## src/rtl/ser2of5_pkg.sv

```systemverilog
// ----------------------------------------------------------------------------
// ser2of5_pkg
// Shared definitions for the 2-of-5 serial link (transmit serializer and the
// receive-side reassembly logic).
//   CODE_W      : width of one 2-of-5 code word (E1..E5)
//   code2of5_t  : one code word, E1 in the MSB
//   state_t     : serializer FSM states
//   encode()    : BCD digit -> 2-of-5 word (weights 7,4,2,1,0); 00000 for >9
// ----------------------------------------------------------------------------
package ser2of5_pkg;

    localparam int CODE_W = 5;

    typedef logic [CODE_W-1:0] code2of5_t;

    typedef enum logic {
        IDLE,
        SEND
    } state_t;

    // Digit 0 is the special case 7+4 (E1,E2); every other digit is the sum
    // of the two weights whose positions are set.
    function automatic code2of5_t encode(input logic [3:0] digit);
        code2of5_t code;
        case (digit)
            4'd0:    code = 5'b11000;
            4'd1:    code = 5'b00011;
            4'd2:    code = 5'b00101;
            4'd3:    code = 5'b00110;
            4'd4:    code = 5'b01001;
            4'd5:    code = 5'b01010;
            4'd6:    code = 5'b01100;
            4'd7:    code = 5'b10001;
            4'd8:    code = 5'b10010;
            4'd9:    code = 5'b10100;
            default: code = 5'b00000;
        endcase
        return code;
    endfunction

endpackage

```

## src/rtl/bit_timer.sv

```systemverilog
// ----------------------------------------------------------------------------
// bit_timer
// Counts clock cycles within one serial bit period and flags the last cycle.
// Shared by the transmit serializer and the receive-side sampler.
// Parameters:
//   BIT_CYCLES : cycles per serial bit, 1..255
// Ports:
//   clk     in   system clock, rising edge
//   rst     in   synchronous reset, active-high
//   clear   in   restart the count at 0 (start of a new frame)
//   enable  in   count this cycle
//   cyc_cnt out  current cycle within the bit, 0..BIT_CYCLES-1
//   tc      out  terminal count: enabled and on the last cycle of the bit
// ----------------------------------------------------------------------------
module bit_timer #(
    parameter int BIT_CYCLES = 1
) (
    input  logic       clk,
    input  logic       rst,
    input  logic       clear,
    input  logic       enable,
    output logic [7:0] cyc_cnt,
    output logic       tc
);

    localparam logic [7:0] LAST_CYC = 8'(BIT_CYCLES - 1);

    assign tc = enable && (cyc_cnt == LAST_CYC);

    // With BIT_CYCLES=1 the count never leaves 0, so tc is simply enable.
    always_ff @(posedge clk) begin
        if (rst || clear) begin
            cyc_cnt <= 8'd0;
        end else if (enable) begin
            cyc_cnt <= tc ? 8'd0 : cyc_cnt + 8'd1;
        end
    end

endmodule

```

## src/rtl/bcd_to_2of5_serializer.sv

```systemverilog
// ----------------------------------------------------------------------------
// bcd_to_2of5_serializer
// Accepts one BCD digit per valid/ready handshake, encodes it as a 2-of-5
// word and shifts it out serially, E1 first, each bit held BIT_CYCLES cycles.
// Parameters:
//   BIT_CYCLES : cycles per serial bit, 1..255
//   IDLE_LEVEL : ser_out level while no frame bit is being sent
// Ports:
//   clk          in   system clock, rising edge
//   rst          in   synchronous reset, active-high
//   digit        in   BCD digit to encode
//   digit_valid  in   digit is presented
//   digit_ready  out  a digit can be accepted this cycle
//   ser_out      out  serial code bit
//   ser_valid    out  ser_out carries a frame bit
//   frame_start  out  first bit period of a frame
//   frame_last   out  last bit period of a frame
//   err          out  one-cycle pulse after a digit > 9 was accepted
// Build option:
//   SER2OF5_START_BIT_EN : prefix each frame with a start bit of ~IDLE_LEVEL
// ----------------------------------------------------------------------------
module bcd_to_2of5_serializer #(
    parameter int BIT_CYCLES = 1,
    parameter bit IDLE_LEVEL = 1'b0
) (
    input  logic       clk,
    input  logic       rst,
    input  logic [3:0] digit,
    input  logic       digit_valid,
    output logic       digit_ready,
    output logic       ser_out,
    output logic       ser_valid,
    output logic       frame_start,
    output logic       frame_last,
    output logic       err
);

    import ser2of5_pkg::*;

`ifdef SER2OF5_START_BIT_EN
    localparam int FRAME_BITS = CODE_W + 1;
`else
    localparam int FRAME_BITS = CODE_W;
`endif

    localparam logic [2:0] LAST_BIT = 3'(FRAME_BITS - 1);

    state_t                  state;
    state_t                  next_state;
    logic [FRAME_BITS-1:0]   shreg;
    logic [FRAME_BITS-1:0]   frame_word;
    logic [2:0]              bit_cnt;
    logic                    accept;
    logic                    load;
    logic                    bit_tc;
    logic                    err_q;
    logic [7:0]              cyc_cnt_unused;

    // The word that goes on the wire, MSB first; the start bit (if built in)
    // sits above E1 so the same shifter handles both frame formats.
`ifdef SER2OF5_START_BIT_EN
    assign frame_word = {~IDLE_LEVEL, encode(digit)};
`else
    assign frame_word = encode(digit);
`endif

    bit_timer #(
        .BIT_CYCLES(BIT_CYCLES)
    ) u_bit_timer (
        .clk     (clk),
        .rst     (rst),
        .clear   (load),
        .enable  (state == SEND),
        .cyc_cnt (cyc_cnt_unused),
        .tc      (bit_tc)
    );

    always_comb begin
        next_state  = state;
        accept      = 1'b0;
        load        = 1'b0;
        digit_ready = 1'b0;
        ser_valid   = 1'b0;
        ser_out     = IDLE_LEVEL;
        frame_start = 1'b0;
        frame_last  = 1'b0;
        case (state)
            IDLE: begin
                digit_ready = 1'b1;
                accept      = digit_valid;
                // Out-of-range digits are consumed but never framed.
                load        = digit_valid && (digit <= 4'd9);
                if (load) begin
                    next_state = SEND;
                end
            end
            SEND: begin
                ser_valid   = 1'b1;
                ser_out     = shreg[FRAME_BITS-1];
                frame_start = (bit_cnt == 3'd0);
                frame_last  = (bit_cnt == LAST_BIT);
                if (bit_tc && (bit_cnt == LAST_BIT)) begin
                    next_state = IDLE;
                end
            end
            default: next_state = IDLE;
        endcase
    end

    always_ff @(posedge clk) begin
        if (rst) begin
            state <= IDLE;
        end else begin
            state <= next_state;
        end
    end

    // Digit is sampled only on the load cycle; the shifter then moves one
    // position per completed bit period.
    always_ff @(posedge clk) begin
        if (rst) begin
            shreg   <= '0;
            bit_cnt <= 3'd0;
            err_q   <= 1'b0;
        end else begin
            err_q <= accept && (digit > 4'd9);
            if (load) begin
                shreg   <= frame_word;
                bit_cnt <= 3'd0;
            end else if ((state == SEND) && bit_tc) begin
                shreg   <= shreg << 1;
                bit_cnt <= (bit_cnt == LAST_BIT) ? 3'd0 : bit_cnt + 3'd1;
            end
        end
    end

    assign err = err_q;

endmodule

```

## config.mk

```make
export PLATFORM = sky130hd
export DESIGN_NAME = bcd_to_2of5_serializer
export DESIGN_NICKNAME = d
export VERILOG_FILES = /design/src/rtl/ser2of5_pkg.sv /design/src/rtl/bit_timer.sv /design/src/rtl/bcd_to_2of5_serializer.sv
export SDC_FILE = /design/constraint.sdc
export NUM_CORES = 1
export LEC_CHECK = 0
export ABC_AREA = 1
export CAP_MARGIN = 40
export CELL_PAD_IN_SITES_DETAIL_PLACEMENT = 0
export CELL_PAD_IN_SITES_GLOBAL_PLACEMENT = 1
export CORE_MARGIN = 1.5
export CORE_UTILIZATION = 42
export CTS_CLUSTER_SIZE = 30
export DETAILED_ROUTE_END_ITERATION = 10
export PLACE_DENSITY_LB_ADDON = 0.1
export SLEW_MARGIN = 20
export SYNTH_ARGS = -nofsm -noshare
export SYNTH_HDL_FRONTEND = slang
export SYNTH_SLANG_ARGS = --single-unit
export TNS_END_PERCENT = 50
```

## constraint.sdc

```tcl
create_clock -name clk -period 2.4 [get_ports clk]
set_clock_uncertainty 0.15 [all_clocks]
set_input_delay 0.48 -clock clk [delete_from_list [all_inputs] [get_ports clk]]
set_output_delay 0.48 -clock clk [all_outputs]
set_load 0.02 [all_outputs]
```

Word-level counts from Yosys, hierarchy flattened:

Memory sizes are Yosys's and may differ from the RTL's.
Index checks and enable logic that the tools add are counted.

* add/subtract/negate cells: 2
* order comparisons: 2
* equality and inequality tests: 1
* muxes and demuxes: 14
* bitwise logic cells: 1
* reductions and logical operators: 10

Operator list (count)
* $mux W5: 2
* $mux W1: 9
* $add A8 B1 Y8 const B: 1
* $logic_not A8 Y1: 1
* $mux W8: 1
* $logic_and A1 B1 Y1: 5
* $gt A4 B4 Y1 const B: 1
* $le A4 B4 Y1 const B: 1
* $add A3 B1 Y3 const B: 1
* $eq A3 B3 Y1 const B: 1
* $logic_not A3 Y1: 1
* $mux W3: 1
* $pmux W1 S2: 1
* $reduce_bool A2 Y1: 1
* $reduce_or A2 Y1: 1
* $logic_or A1 B1 Y1: 1
* $not A1 Y1: 1

* bits in registers: 18
* memory bits (read-only): 80
* input port bits: 7
* output and inout bits: 6
* logic and storage cells: 36
* memories kept: 1

Memories
* (no name shown): depth 16, bits a word 5, read ports 1, clocked after Yosys merged registers in 0, write ports 0, line ser2of5_pkg.sv:25 `case (digit)`

Depth between registers and ports, before layout:

Gate-level depths: netlist (run 1).

* word-level depth: 5
* mapped depth: 10
* gate-level depth less buffers: 10

Hierarchy:

Synthesis (run 1) repeated with hierarchy kept, for this count alone.

* cell total of the unflattened synthesis: 171
* area, all modules: 1132.3 um^2

By module, submodules not included
* bcd_to_2of5_serializer: times used 1, cells an instance 97, area an instance 669.4 um^2, sequential area each 200.2 um^2
* bit_timer: times used 1, cells an instance 74, area an instance 462.9 um^2, sequential area each 160.2 um^2

Least setup slack after synthesis (run 1):

OpenSTA, ideal clock, no wires.

* path kind: reg-to-output
* from: register state
* to: output port frame_last
* arrival time: 1.317 ns
* required time: 1.770 ns
* slack: 0.453 ns
* stages on the path, launching flop included: 4
* cells stage by stage: dfxtp_1 > clkbuf_1 > inv_1 > nor2_1

* longest elaborated chain between the ends: 1

RTL lines
* from (decl): line bcd_to_2of5_serializer.sv:48 `state_t state;`
* from (signal assigned): line bcd_to_2of5_serializer.sv:114 `state <= next_state;`
* $mux W1: line bcd_to_2of5_serializer.sv:87 `case (state)`
* to (decl): line bcd_to_2of5_serializer.sv:34 `output logic frame_last,`

No other way between the ends.

Worst setup path in the final report (run 1):

* from: register bit_cnt[0]
* to: output port frame_last

* longest elaborated chain between the ends: 2

RTL lines
* from (decl): line bcd_to_2of5_serializer.sv:52 `logic [2:0] bit_cnt;`
* from (signal assigned): line bcd_to_2of5_serializer.sv:132 `bit_cnt <= (bit_cnt == LAST_BIT) ? 3'd0 : bit_cnt + 3'd1;`
* $eq A3 B3 Y1: line bcd_to_2of5_serializer.sv:101 `frame_last = (bit_cnt == LAST_BIT);`
* $mux W1: line bcd_to_2of5_serializer.sv:87

No other way between the ends.

==> impl_metrics.env, run 1 <==
export IMPL_chipWidth_um=55.3
export IMPL_critical_path_endpoint_type="output pin"
export IMPL_cpMaxStageDelayCell="clkdlybuf4s50_1"
export IMPL_floorplan_rows=18
export IMPL_holdCritPathClass="reg2reg"
export IMPL_finalHoldViolCount=0
export IMPL_initial_core_util_pct=45.5
export IMPL_design_portCount=13
export IMPL_timing_critical_path_slowest_cell_delay_ps=600
export IMPL_ctsResizeCount=0
export IMPL_grt_antenna_before_repair=0
export IMPL_finalHoldWorstSlack_ps=314
export IMPL_crit_path_start_kind="flop"
export IMPL_post_synth_top_area_cell="dfxtp_1"
export IMPL_design_final_nets=199
export IMPL_clk_pin_slew_worst_paths_ps=110
export IMPL_mostFrequentLayoutCells="nand2_1 (48), inv_1 (22), dfxtp_1 (18)"
export IMPL_antenna_cells=0
export IMPL_global_route_overflow_total=0
export IMPL_maxCapViolCount=0
export IMPL_die_h_um=55.3
export IMPL_synth_seq_area_share_pct=31.4
export IMPL_nFillCells=264
export IMPL_fmax_ghz=0.432
export IMPL_first_global_vias=900
export IMPL_cts_hold_buf=0
export IMPL_numClockSinks=18
export IMPL_status="finished clean"
export IMPL_timing_critical_path_required_ps=1770
export IMPL_report_final_setup_viol=0
export IMPL_final_util_pct=52.9
export IMPL_syn_nets=184
export IMPL_syn_avg_cell_area_um2=6.84
export IMPL_ant_nets=0
export IMPL_cts_max_level=1
export IMPL_critPathMaxFanout=4
export IMPL_leakage_nw=0.621
export IMPL_portBuffers=12
export IMPL_dpl_worst_slack_ps=103
export IMPL_ys_warn_count=0
export IMPL_cts_buffers_inserted=3
export IMPL_critPathKind="reg2out"
export IMPL_total_power_w=0.000644
export IMPL_cts_setup_buffers=0
export IMPL_fin_crit_sh_pct=96.4
export IMPL_timing_critical_path_cells="inv_1 -> ha_1 -> nand2_1 -> nor2_1 -> clkdlybuf4s50_1"
export IMPL_hpwlAfterDp_um=1790
export IMPL_rsz0062_at_grt="no"
export IMPL_max_clock_path_buffers=2
export IMPL_max_vdd_ir_drop_uv=332
export IMPL_worst_slew_pin_transition_ps=531
export IMPL_wl_per_cell_um=10.7
export IMPL_tritoncts="yes"
export IMPL_drcViolationCount=0
export IMPL_final_critical_path_setup_slack_ps=85.8
export IMPL_fp_coreArea_mm2=0.00252
export IMPL_leading_cell_type_in_the_layout_fill_and_taps_excluded="nand2_1"
export IMPL_clk_root_buffer_cell="clkbuf_4"
export IMPL_grt_pass1_wl_um=3950
export IMPL_post_drt_via_cell_ratio=4.76
export IMPL_syn2layout_area_growth_pct=16.2
export IMPL_cp_arrival_ps=1680
export IMPL_fin_tns_setup_ps=0
export IMPL_synth_top_area_share_pct=31.4
export IMPL_maxSlewHeadroom_pct=64.5
export IMPL_power_density_cell_area_mw_per_mm2=482
export IMPL_slew_violations=0
export IMPL_floorplan_die_area_mm2=0.00306
export IMPL_drt_pass1_iter_count=4
export IMPL_maximum_number_of_pins_on_one_net_before_global_route_repair=12
export IMPL_syn_cell_area_mm2=0.00115
export IMPL_final_layout_size_suffix_gt1_share_pct=12.1
export IMPL_clock_insertion_delay_worst_skew_ps=290
export IMPL_post_synth_num_cell_types=22
export IMPL_synth_top_cells_by_area="dfxtp_1 (31%), nand2_1 (16%), ha_1 (9.8%), inv_1 (7.2%), nand3_1 (6.5%)"
export IMPL_wl_um=2260
export IMPL_synthCells=168
export IMPL_grt_util_all_layers_pct=15.7
export IMPL_vias=1009
export IMPL_minimum_clock_period_after_layout_ps=2310
export IMPL_drt_iter0_markers=40
export IMPL_gpl_final_weighted_congestion=0.812
export IMPL_synth_seq_cells=18
-- cell families after synthesis --
| group | after synthesis | synth area share (%) |
|---|---|---|
| adder cells (fa/ha/maj) | 9 | 9.80 |
| AO/OA/AOI/OAI | 15 | 8.17 |
| flip-flops | 18 | 31.4 |
| AND/OR/NAND/NOR | 93 | 37.4 |
| XOR/XNOR | 4 | 3.05 |
| buffers and inverters | 29 | 10.2 |
-- critical path, delay by kind of cell, from the launching register on --
kind,cells,cell delay [ps]
buf+inv,2,670
flops,1,340
simple gates,2,210
fa+ha+maj,1,160
-- report_power, final --
part           internal [W]  leakage, nW  total, W  switching [W]
Combinational     0.0000520        0.454  0.000135      0.0000831
Sequential         0.000311        0.146  0.000320     0.00000909
Clock             0.0000924       0.0210  0.000189      0.0000969
-- stage by stage --
stage | instance area, µm² | instances
floorplan | 1150 | 168
global placement | 1300 | 208
detailed placement | 1300 | 208
CTS | 1340 | 212
global route | 1340 | 212
finish | 1340 | 212
-- flip-flops by register name, indices dropped and copies added (netlist names) --
register             count
err                      1
u_bit_timer.cyc_cnt      8
state                    1
shreg                    5
bit_cnt                  3
-- path summary, 6_finish.rpt --
path                      startpoint               endpoint  slack [ps]  depth (start not counted)
max          bit_cnt[0]$_SDFFE_PP0P_             frame_last          90                          5
min reg2reg    shreg[4]$_SDFFE_PP0P_  shreg[4]$_SDFFE_PP0P_         310                          2
max reg2reg         state$_SDFF_PP0_  shreg[1]$_SDFFE_PP0P_         540                          8
min            shreg[4]$_SDFFE_PP0P_  shreg[4]$_SDFFE_PP0P_         310                          2
-- cell usage after synthesis, drive strengths merged --
cell type,number
nand2,51
inv,26
nor2,20
dfxtp,18
nand3,16
a21oi,11
ha,9
o21ai,4
xor2,4
nand4,3
clkbuf,2
nor4,2
buf,1
nor3,1
-- layer usage --
layer | vias up | global-route usage, % | share of wire [%]
met5 | - | 0 | 0
met4 | 0 | 3.14 | 0
met3 | 0 | 3.04 | 3.1
met2 | 8 | 23.5 | 44
met1 | 445 | 23.4 | 53
li1 | 556 | - | -
-- final cells by class --
class / instances / area [µm²] / area share [%]
Timing Repair Buffer: 13 / 128 / 9.56
Inverter: 26 / 103 / 7.69
Multi-Input combinational cell: 121 / 671 / 50.2
Sequential cell: 18 / 360 / 27.0
Tap cell: 30 / 37.5 / 2.81
Clock buffer: 4 / 36.3 / 2.72
Power figures use the tool's default switching activity.
==> run 2: changes to the inputs <==
--- a/config.mk
+++ b/config.mk
@@ -9,7 +9,7 @@
 export CAP_MARGIN = 40
 export CELL_PAD_IN_SITES_DETAIL_PLACEMENT = 0
 export CELL_PAD_IN_SITES_GLOBAL_PLACEMENT = 1
-export CORE_MARGIN = 1.5
+export CORE_MARGIN = 8
 export CORE_UTILIZATION = 42
 export CTS_CLUSTER_SIZE = 30
 export DETAILED_ROUTE_END_ITERATION = 10
==> impl_metrics.env, run 2 (same netlist as run 1, synthesis figures left out) <==
export IMPL_status="finished clean"
export IMPL_nFillCells=280
export IMPL_timing_critical_path_slowest_cell_delay_ps=600
export IMPL_worst_slew_pin_transition_ps=537
export IMPL_clock_insertion_delay_worst_skew_ps=280
export IMPL_clk_pin_slew_worst_paths_ps=100
export IMPL_final_layout_size_suffix_gt1_share_pct=11.6
export IMPL_maximum_number_of_pins_on_one_net_before_global_route_repair=12
export IMPL_power_share_switching_pct=29.9
export IMPL_maxCapViolCount=0
export IMPL_net_switching_power_w=0.000180
export IMPL_fp_coreArea_mm2=0.00269
export IMPL_critPathMaxFanout=3
export IMPL_finalHoldViolCount=0
export IMPL_wl_um=2330
export IMPL_max_clock_path_buffers=2
export IMPL_design_final_nets=199
export IMPL_hpwlAfterDp_um=1910
export IMPL_syn2layout_area_growth_pct=15.4
export IMPL_ctsResizeCount=0
export IMPL_slew_violations=0
export IMPL_portBuffers=12
export IMPL_cts_max_level=1
export IMPL_share_comb_of_total_power_pct=22.3
export IMPL_drcViolationCount=0
export IMPL_crit_path_start_kind="flop"
export IMPL_ant_nets=0
export IMPL_mostFrequentLayoutCells="nand2_1 (48), inv_1 (22), dfxtp_1 (18)"
export IMPL_top_regs="u_bit_timer.cyc_cnt: 8 flops, shreg: 5 flops, bit_cnt: 3 flops"
export IMPL_floorplan_rows=19
export IMPL_chipWidth_um=68.3
export IMPL_rsz0062_at_grt="no"
export IMPL_power_density_cell_area_mw_per_mm2=453
export IMPL_fmax_ghz=0.448
export IMPL_grt_antenna_before_repair=0
export IMPL_floorplan_die_area_mm2=0.00466
export IMPL_cp_arrival_ps=1600
export IMPL_grt_pass1_wl_um=4110
export IMPL_leakage_nw=0.633
export IMPL_power_sequential_fraction_pct=53.4
export IMPL_drt_iter0_markers=45
export IMPL_initial_core_util_pct=42.8
export IMPL_drt_pass1_iter_count=4
export IMPL_holdCritPathClass="reg2reg"
export IMPL_post_drt_via_cell_ratio=4.83
export IMPL_stdcell_count=212
export IMPL_clkPwrFrac_pct=24.3
export IMPL_die_h_um=68.3
export IMPL_max_vdd_ir_drop_uv=310
export IMPL_cts_setup_buffers=0
export IMPL_fin_tns_setup_ps=0
export IMPL_fin_crit_sh_pct=93.0
export IMPL_cpMaxStageDelayCell="clkdlybuf4s50_1"
export IMPL_top_register="u_bit_timer.cyc_cnt"
export IMPL_antenna_cells=0
export IMPL_gpl_final_weighted_congestion=0.883
export IMPL_critPathKind="reg2out"
export IMPL_timing_critical_path_required_ps=1770
export IMPL_cts_buffers_inserted=3
export IMPL_leading_cell_type_in_the_layout_fill_and_taps_excluded="nand2_1"
export IMPL_numClockSinks=18
export IMPL_design_portCount=13
export IMPL_report_final_setup_viol=0
export IMPL_maxSlewHeadroom_pct=64.1
export IMPL_global_route_overflow_total=0
export IMPL_cts_hold_buf=0
export IMPL_grt_util_all_layers_pct=11.3
export IMPL_wl_per_cell_um=11.0
export IMPL_internal_power_w=0.000421
export IMPL_clk_root_buffer_cell="clkbuf_4"
export IMPL_worst_hold_stages=2
export IMPL_placed_cells=209
export IMPL_tritoncts="yes"
export IMPL_vias=1025
export IMPL_total_power_w=0.000600
export IMPL_timing_critical_path_cells="inv_1 -> ha_1 -> nand2_1 -> nor2_1 -> clkdlybuf4s50_1"
export IMPL_minimum_clock_period_after_layout_ps=2230
export IMPL_post_route_cell_area_mm2=0.00133
export IMPL_dpl_cell_area_mm2=0.00130
export IMPL_ff2ff_path_depth=8
export IMPL_critical_path_endpoint_type="output pin"
export IMPL_largest_register_ffs=8
export IMPL_first_global_vias=912
-- run 2: cell count changes in the layout (fill, tap and decap cells not counted) --
cell	previous run	this run
clkbuf_8	1	0
clkdlybuf4s50_1	12	11
dlymetal6s2s_1	0	1
-- run 2: worst paths after layout --
check / slack [ps] / endpoint / start
setup / recovery: 170 / frame_start / bit_cnt[0]$_SDFFE_PP0P_
hold / removal: 320 / shreg[0]$_SDFFE_PP0P_ / shreg[0]$_SDFFE_PP0P_
hold reg to reg: 320 / shreg[0]$_SDFFE_PP0P_ / shreg[0]$_SDFFE_PP0P_
setup reg to reg: 510 / shreg[1]$_SDFFE_PP0P_ / state$_SDFF_PP0_
-- run 2: per-stage QoR --
| step | worst slack (ps) | hold WS [ps] | util (%) |
|---|---|---|---|
| finish | 168 | 320 | 49.3 |
| global route | 60.0 | 345 | 49.3 |
| CTS | 67.3 | 319 | 49.2 |
| detailed placement | 98.2 | 304 | 48.4 |
| global placement | 180 | 294 | 48.4 |
| floorplan | 453 | 269 | - |
-- run 2: area by class of cell --
class                           count  area, µm²  share of cell area, %
Inverter                           26        103                   7.74
Timing Repair Buffer               13        130                   9.82
Multi-Input combinational cell    121        671                   50.6
Clock buffer                        3       22.5                   1.70
Tap cell                           31       38.8                   2.93
Sequential cell                    18        360                   27.2
-- run 2: metal layers --
| layer | wire length (µm) | GRT usage [%] |
|---|---|---|
| met1 | 1130 | 14.3 |
| met2 | 1070 | 18.2 |
| met3 | 116 | 3.93 |
| met4 | 18 | 2.30 |
| met5 | 0 | 0 |
-- run 2: power by group through the flow --
stage | sequential (W) | clock (W) | combinational (W)
4_1_cts | 0.000320 | 0.000153 | 0.000136
3_5_place_dp | 0.000327 | 0 | 0.000135
5_1_grt | 0.000322 | 0.000168 | 0.000150
3_3_place_gp | 0.000327 | 0 | 0.000134
6_report | 0.000320 | 0.000146 | 0.000134
2_1_floorplan | 0.000326 | 0 | 0.0000923
-- run 2: critical path: cells and delay by family, from the launching register on --
kind,cells,cell delay (ps)
adder cells (fa/ha/maj),1,160
buffers and inverters,2,670
flip-flops,1,340
AND/OR/NAND/NOR,2,140
==> run 3: changes to the inputs <==
--- a/config.mk
+++ b/config.mk
@@ -9,11 +9,11 @@
 export CAP_MARGIN = 40
 export CELL_PAD_IN_SITES_DETAIL_PLACEMENT = 0
 export CELL_PAD_IN_SITES_GLOBAL_PLACEMENT = 1
-export CORE_MARGIN = 8
 export CORE_UTILIZATION = 42
 export CTS_CLUSTER_SIZE = 30
 export DETAILED_ROUTE_END_ITERATION = 10
 export PLACE_DENSITY_LB_ADDON = 0.1
+export RECOVER_POWER = 25
 export SLEW_MARGIN = 20
 export SYNTH_ARGS = -nofsm -noshare
 export SYNTH_HDL_FRONTEND = slang
==> impl_metrics.env, run 3 (same netlist as run 1, synthesis figures left out) <==
export IMPL_status="finished clean"
export IMPL_power_density_cell_area_mw_per_mm2=484
export IMPL_maxCapViolCount=0
export IMPL_design_final_nets=199
export IMPL_global_route_overflow_total=0
export IMPL_critPathMaxFanout=3
export IMPL_critical_path_endpoint_type="output pin"
export IMPL_grt_pass1_wl_um=3780
export IMPL_drt_iter0_markers=31
export IMPL_syn2layout_area_growth_pct=16.0
export IMPL_design_portCount=13
export IMPL_cts_max_level=1
export IMPL_holdCritPathClass="reg2reg"
export IMPL_total_power_w=0.000645
export IMPL_mostFrequentLayoutCells="nand2_1 (48), inv_1 (22), dfxtp_1 (18)"
export IMPL_fin_crit_sh_pct=93.8
export IMPL_post_route_cell_area_mm2=0.00133
export IMPL_cts_setup_buffers=0
export IMPL_placed_cells=208
export IMPL_slew_violations=0
export IMPL_max_clock_path_buffers=2
export IMPL_wl_per_cell_um=11.1
export IMPL_clk_pin_slew_worst_paths_ps=110
export IMPL_maxSlewHeadroom_pct=63.7
export IMPL_wl_um=2350
export IMPL_leading_cell_type_in_the_layout_fill_and_taps_excluded="nand2_1"
export IMPL_die_h_um=54.3
export IMPL_initial_core_util_pct=45.5
export IMPL_clock_insertion_delay_worst_skew_ps=290
export IMPL_ant_nets=0
export IMPL_minimum_clock_period_after_layout_ps=2250
export IMPL_antenna_cells=0
export IMPL_cts_buffers_inserted=3
export IMPL_hpwlAfterDp_um=1840
export IMPL_post_drt_via_cell_ratio=4.75
export IMPL_ctsResizeCount=0
export IMPL_first_global_vias=873
export IMPL_top_register="u_bit_timer.cyc_cnt"
export IMPL_portBuffers=12
export IMPL_grt_util_all_layers_pct=18.1
export IMPL_finalHoldViolCount=0
export IMPL_dpl_cell_area_mm2=0.00130
export IMPL_drcViolationCount=0
export IMPL_worst_slew_pin_transition_ps=543
export IMPL_crit_path_start_kind="flop"
export IMPL_rsz0062_at_grt="no"
export IMPL_nFillCells=270
export IMPL_leakage_nw=0.640
export IMPL_top_regs="u_bit_timer.cyc_cnt: 8 flops, shreg: 5 flops, bit_cnt: 3 flops"
export IMPL_timing_critical_path_required_ps=1770
export IMPL_cp_arrival_ps=1620
export IMPL_floorplan_rows=18
export IMPL_maximum_number_of_pins_on_one_net_before_global_route_repair=12
export IMPL_report_final_setup_viol=0
export IMPL_final_util_pct=52.8
export IMPL_final_layout_size_suffix_gt1_share_pct=11.5
export IMPL_clk_root_buffer_cell="clkbuf_4"
export IMPL_chipWidth_um=54.3
export IMPL_numClockSinks=18
export IMPL_largest_register_ffs=8
export IMPL_drt_pass1_iter_count=4
export IMPL_critPathKind="reg2out"
export IMPL_max_vdd_ir_drop_uv=422
export IMPL_gpl_final_weighted_congestion=0.814
export IMPL_stdcell_count=212
export IMPL_tritoncts="yes"
export IMPL_fin_tns_setup_ps=0
export IMPL_floorplan_die_area_mm2=0.00295
export IMPL_fmax_ghz=0.444
export IMPL_vias=1008
export IMPL_grt_antenna_before_repair=0
export IMPL_cts_hold_buf=0
export IMPL_fp_coreArea_mm2=0.00252
==> run 3: cell count changes in the layout (fill, tap and decap cells not counted) <==
cell and delta:
nand3_2 -1, clkbuf_8 +1, nand3_1 +1, dlygate4sd3_1 +2, clkdlybuf4s50_1 -2
==> run 3: layout make-up <==
| class | count | area [µm²] | area share, % |
|---|---|---|---|
| Multi-Input combinational cell | 121 | 666 | 50.0 |
| Sequential cell | 18 | 360 | 27.0 |
| Clock buffer | 4 | 36.3 | 2.72 |
| Timing Repair Buffer | 13 | 130 | 9.77 |
| Tap cell | 30 | 37.5 | 2.82 |
| Inverter | 26 | 103 | 7.70 |
==> run 3: critical path, cell delays in order, from the launching register on <==
cell             delay [ps]
dfxtp_1                 340
inv_1                    70
ha_1                    170
nand2_1                  60
nor2_1                   80
clkdlybuf4s50_1         600
==> run 3: per-stage QoR <==
stage                     hold slack (ps)  worst slack, ps
after floorplan                       269              453
after global placement                295              184
after detailed placement              310             56.6
after CTS                             327             43.6
after global routing                  334             57.7
final                                 328              148
==> run 3: path summary, 6_finish.rpt <==
kind | start | endpoint | slack [ps] | cells after the start
hold reg to reg | shreg[4]$_SDFFE_PP0P_ | shreg[4]$_SDFFE_PP0P_ | 330 | 2
setup reg to reg | state$_SDFF_PP0_ | shreg[1]$_SDFFE_PP0P_ | 550 | 8
hold / removal | shreg[4]$_SDFFE_PP0P_ | shreg[4]$_SDFFE_PP0P_ | 330 | 2
setup / recovery | bit_cnt[0]$_SDFFE_PP0P_ | frame_start | 150 | 5
==> run 3: metal layers <==
| metal | global-route usage (%) | part of all wire [%] | vias up |
|---|---|---|---|
| met3 | 5.00 | 3.1 | 2 |
| met5 | 0 | 0 | - |
| li1 | - | - | 553 |
| met4 | 3.85 | 0.43 | 0 |
| met1 | 24.4 | 52 | 441 |
| met2 | 28.7 | 44 | 12 |
==> run 3: report_power, final <==
group	leakage, nW	switching [W]	internal [W]	total, W
Clock	0.0210	0.0000977	0.0000925	0.000190
Sequential	0.146	0.00000901	0.000311	0.000320
Combinational	0.473	0.0000837	0.0000512	0.000135
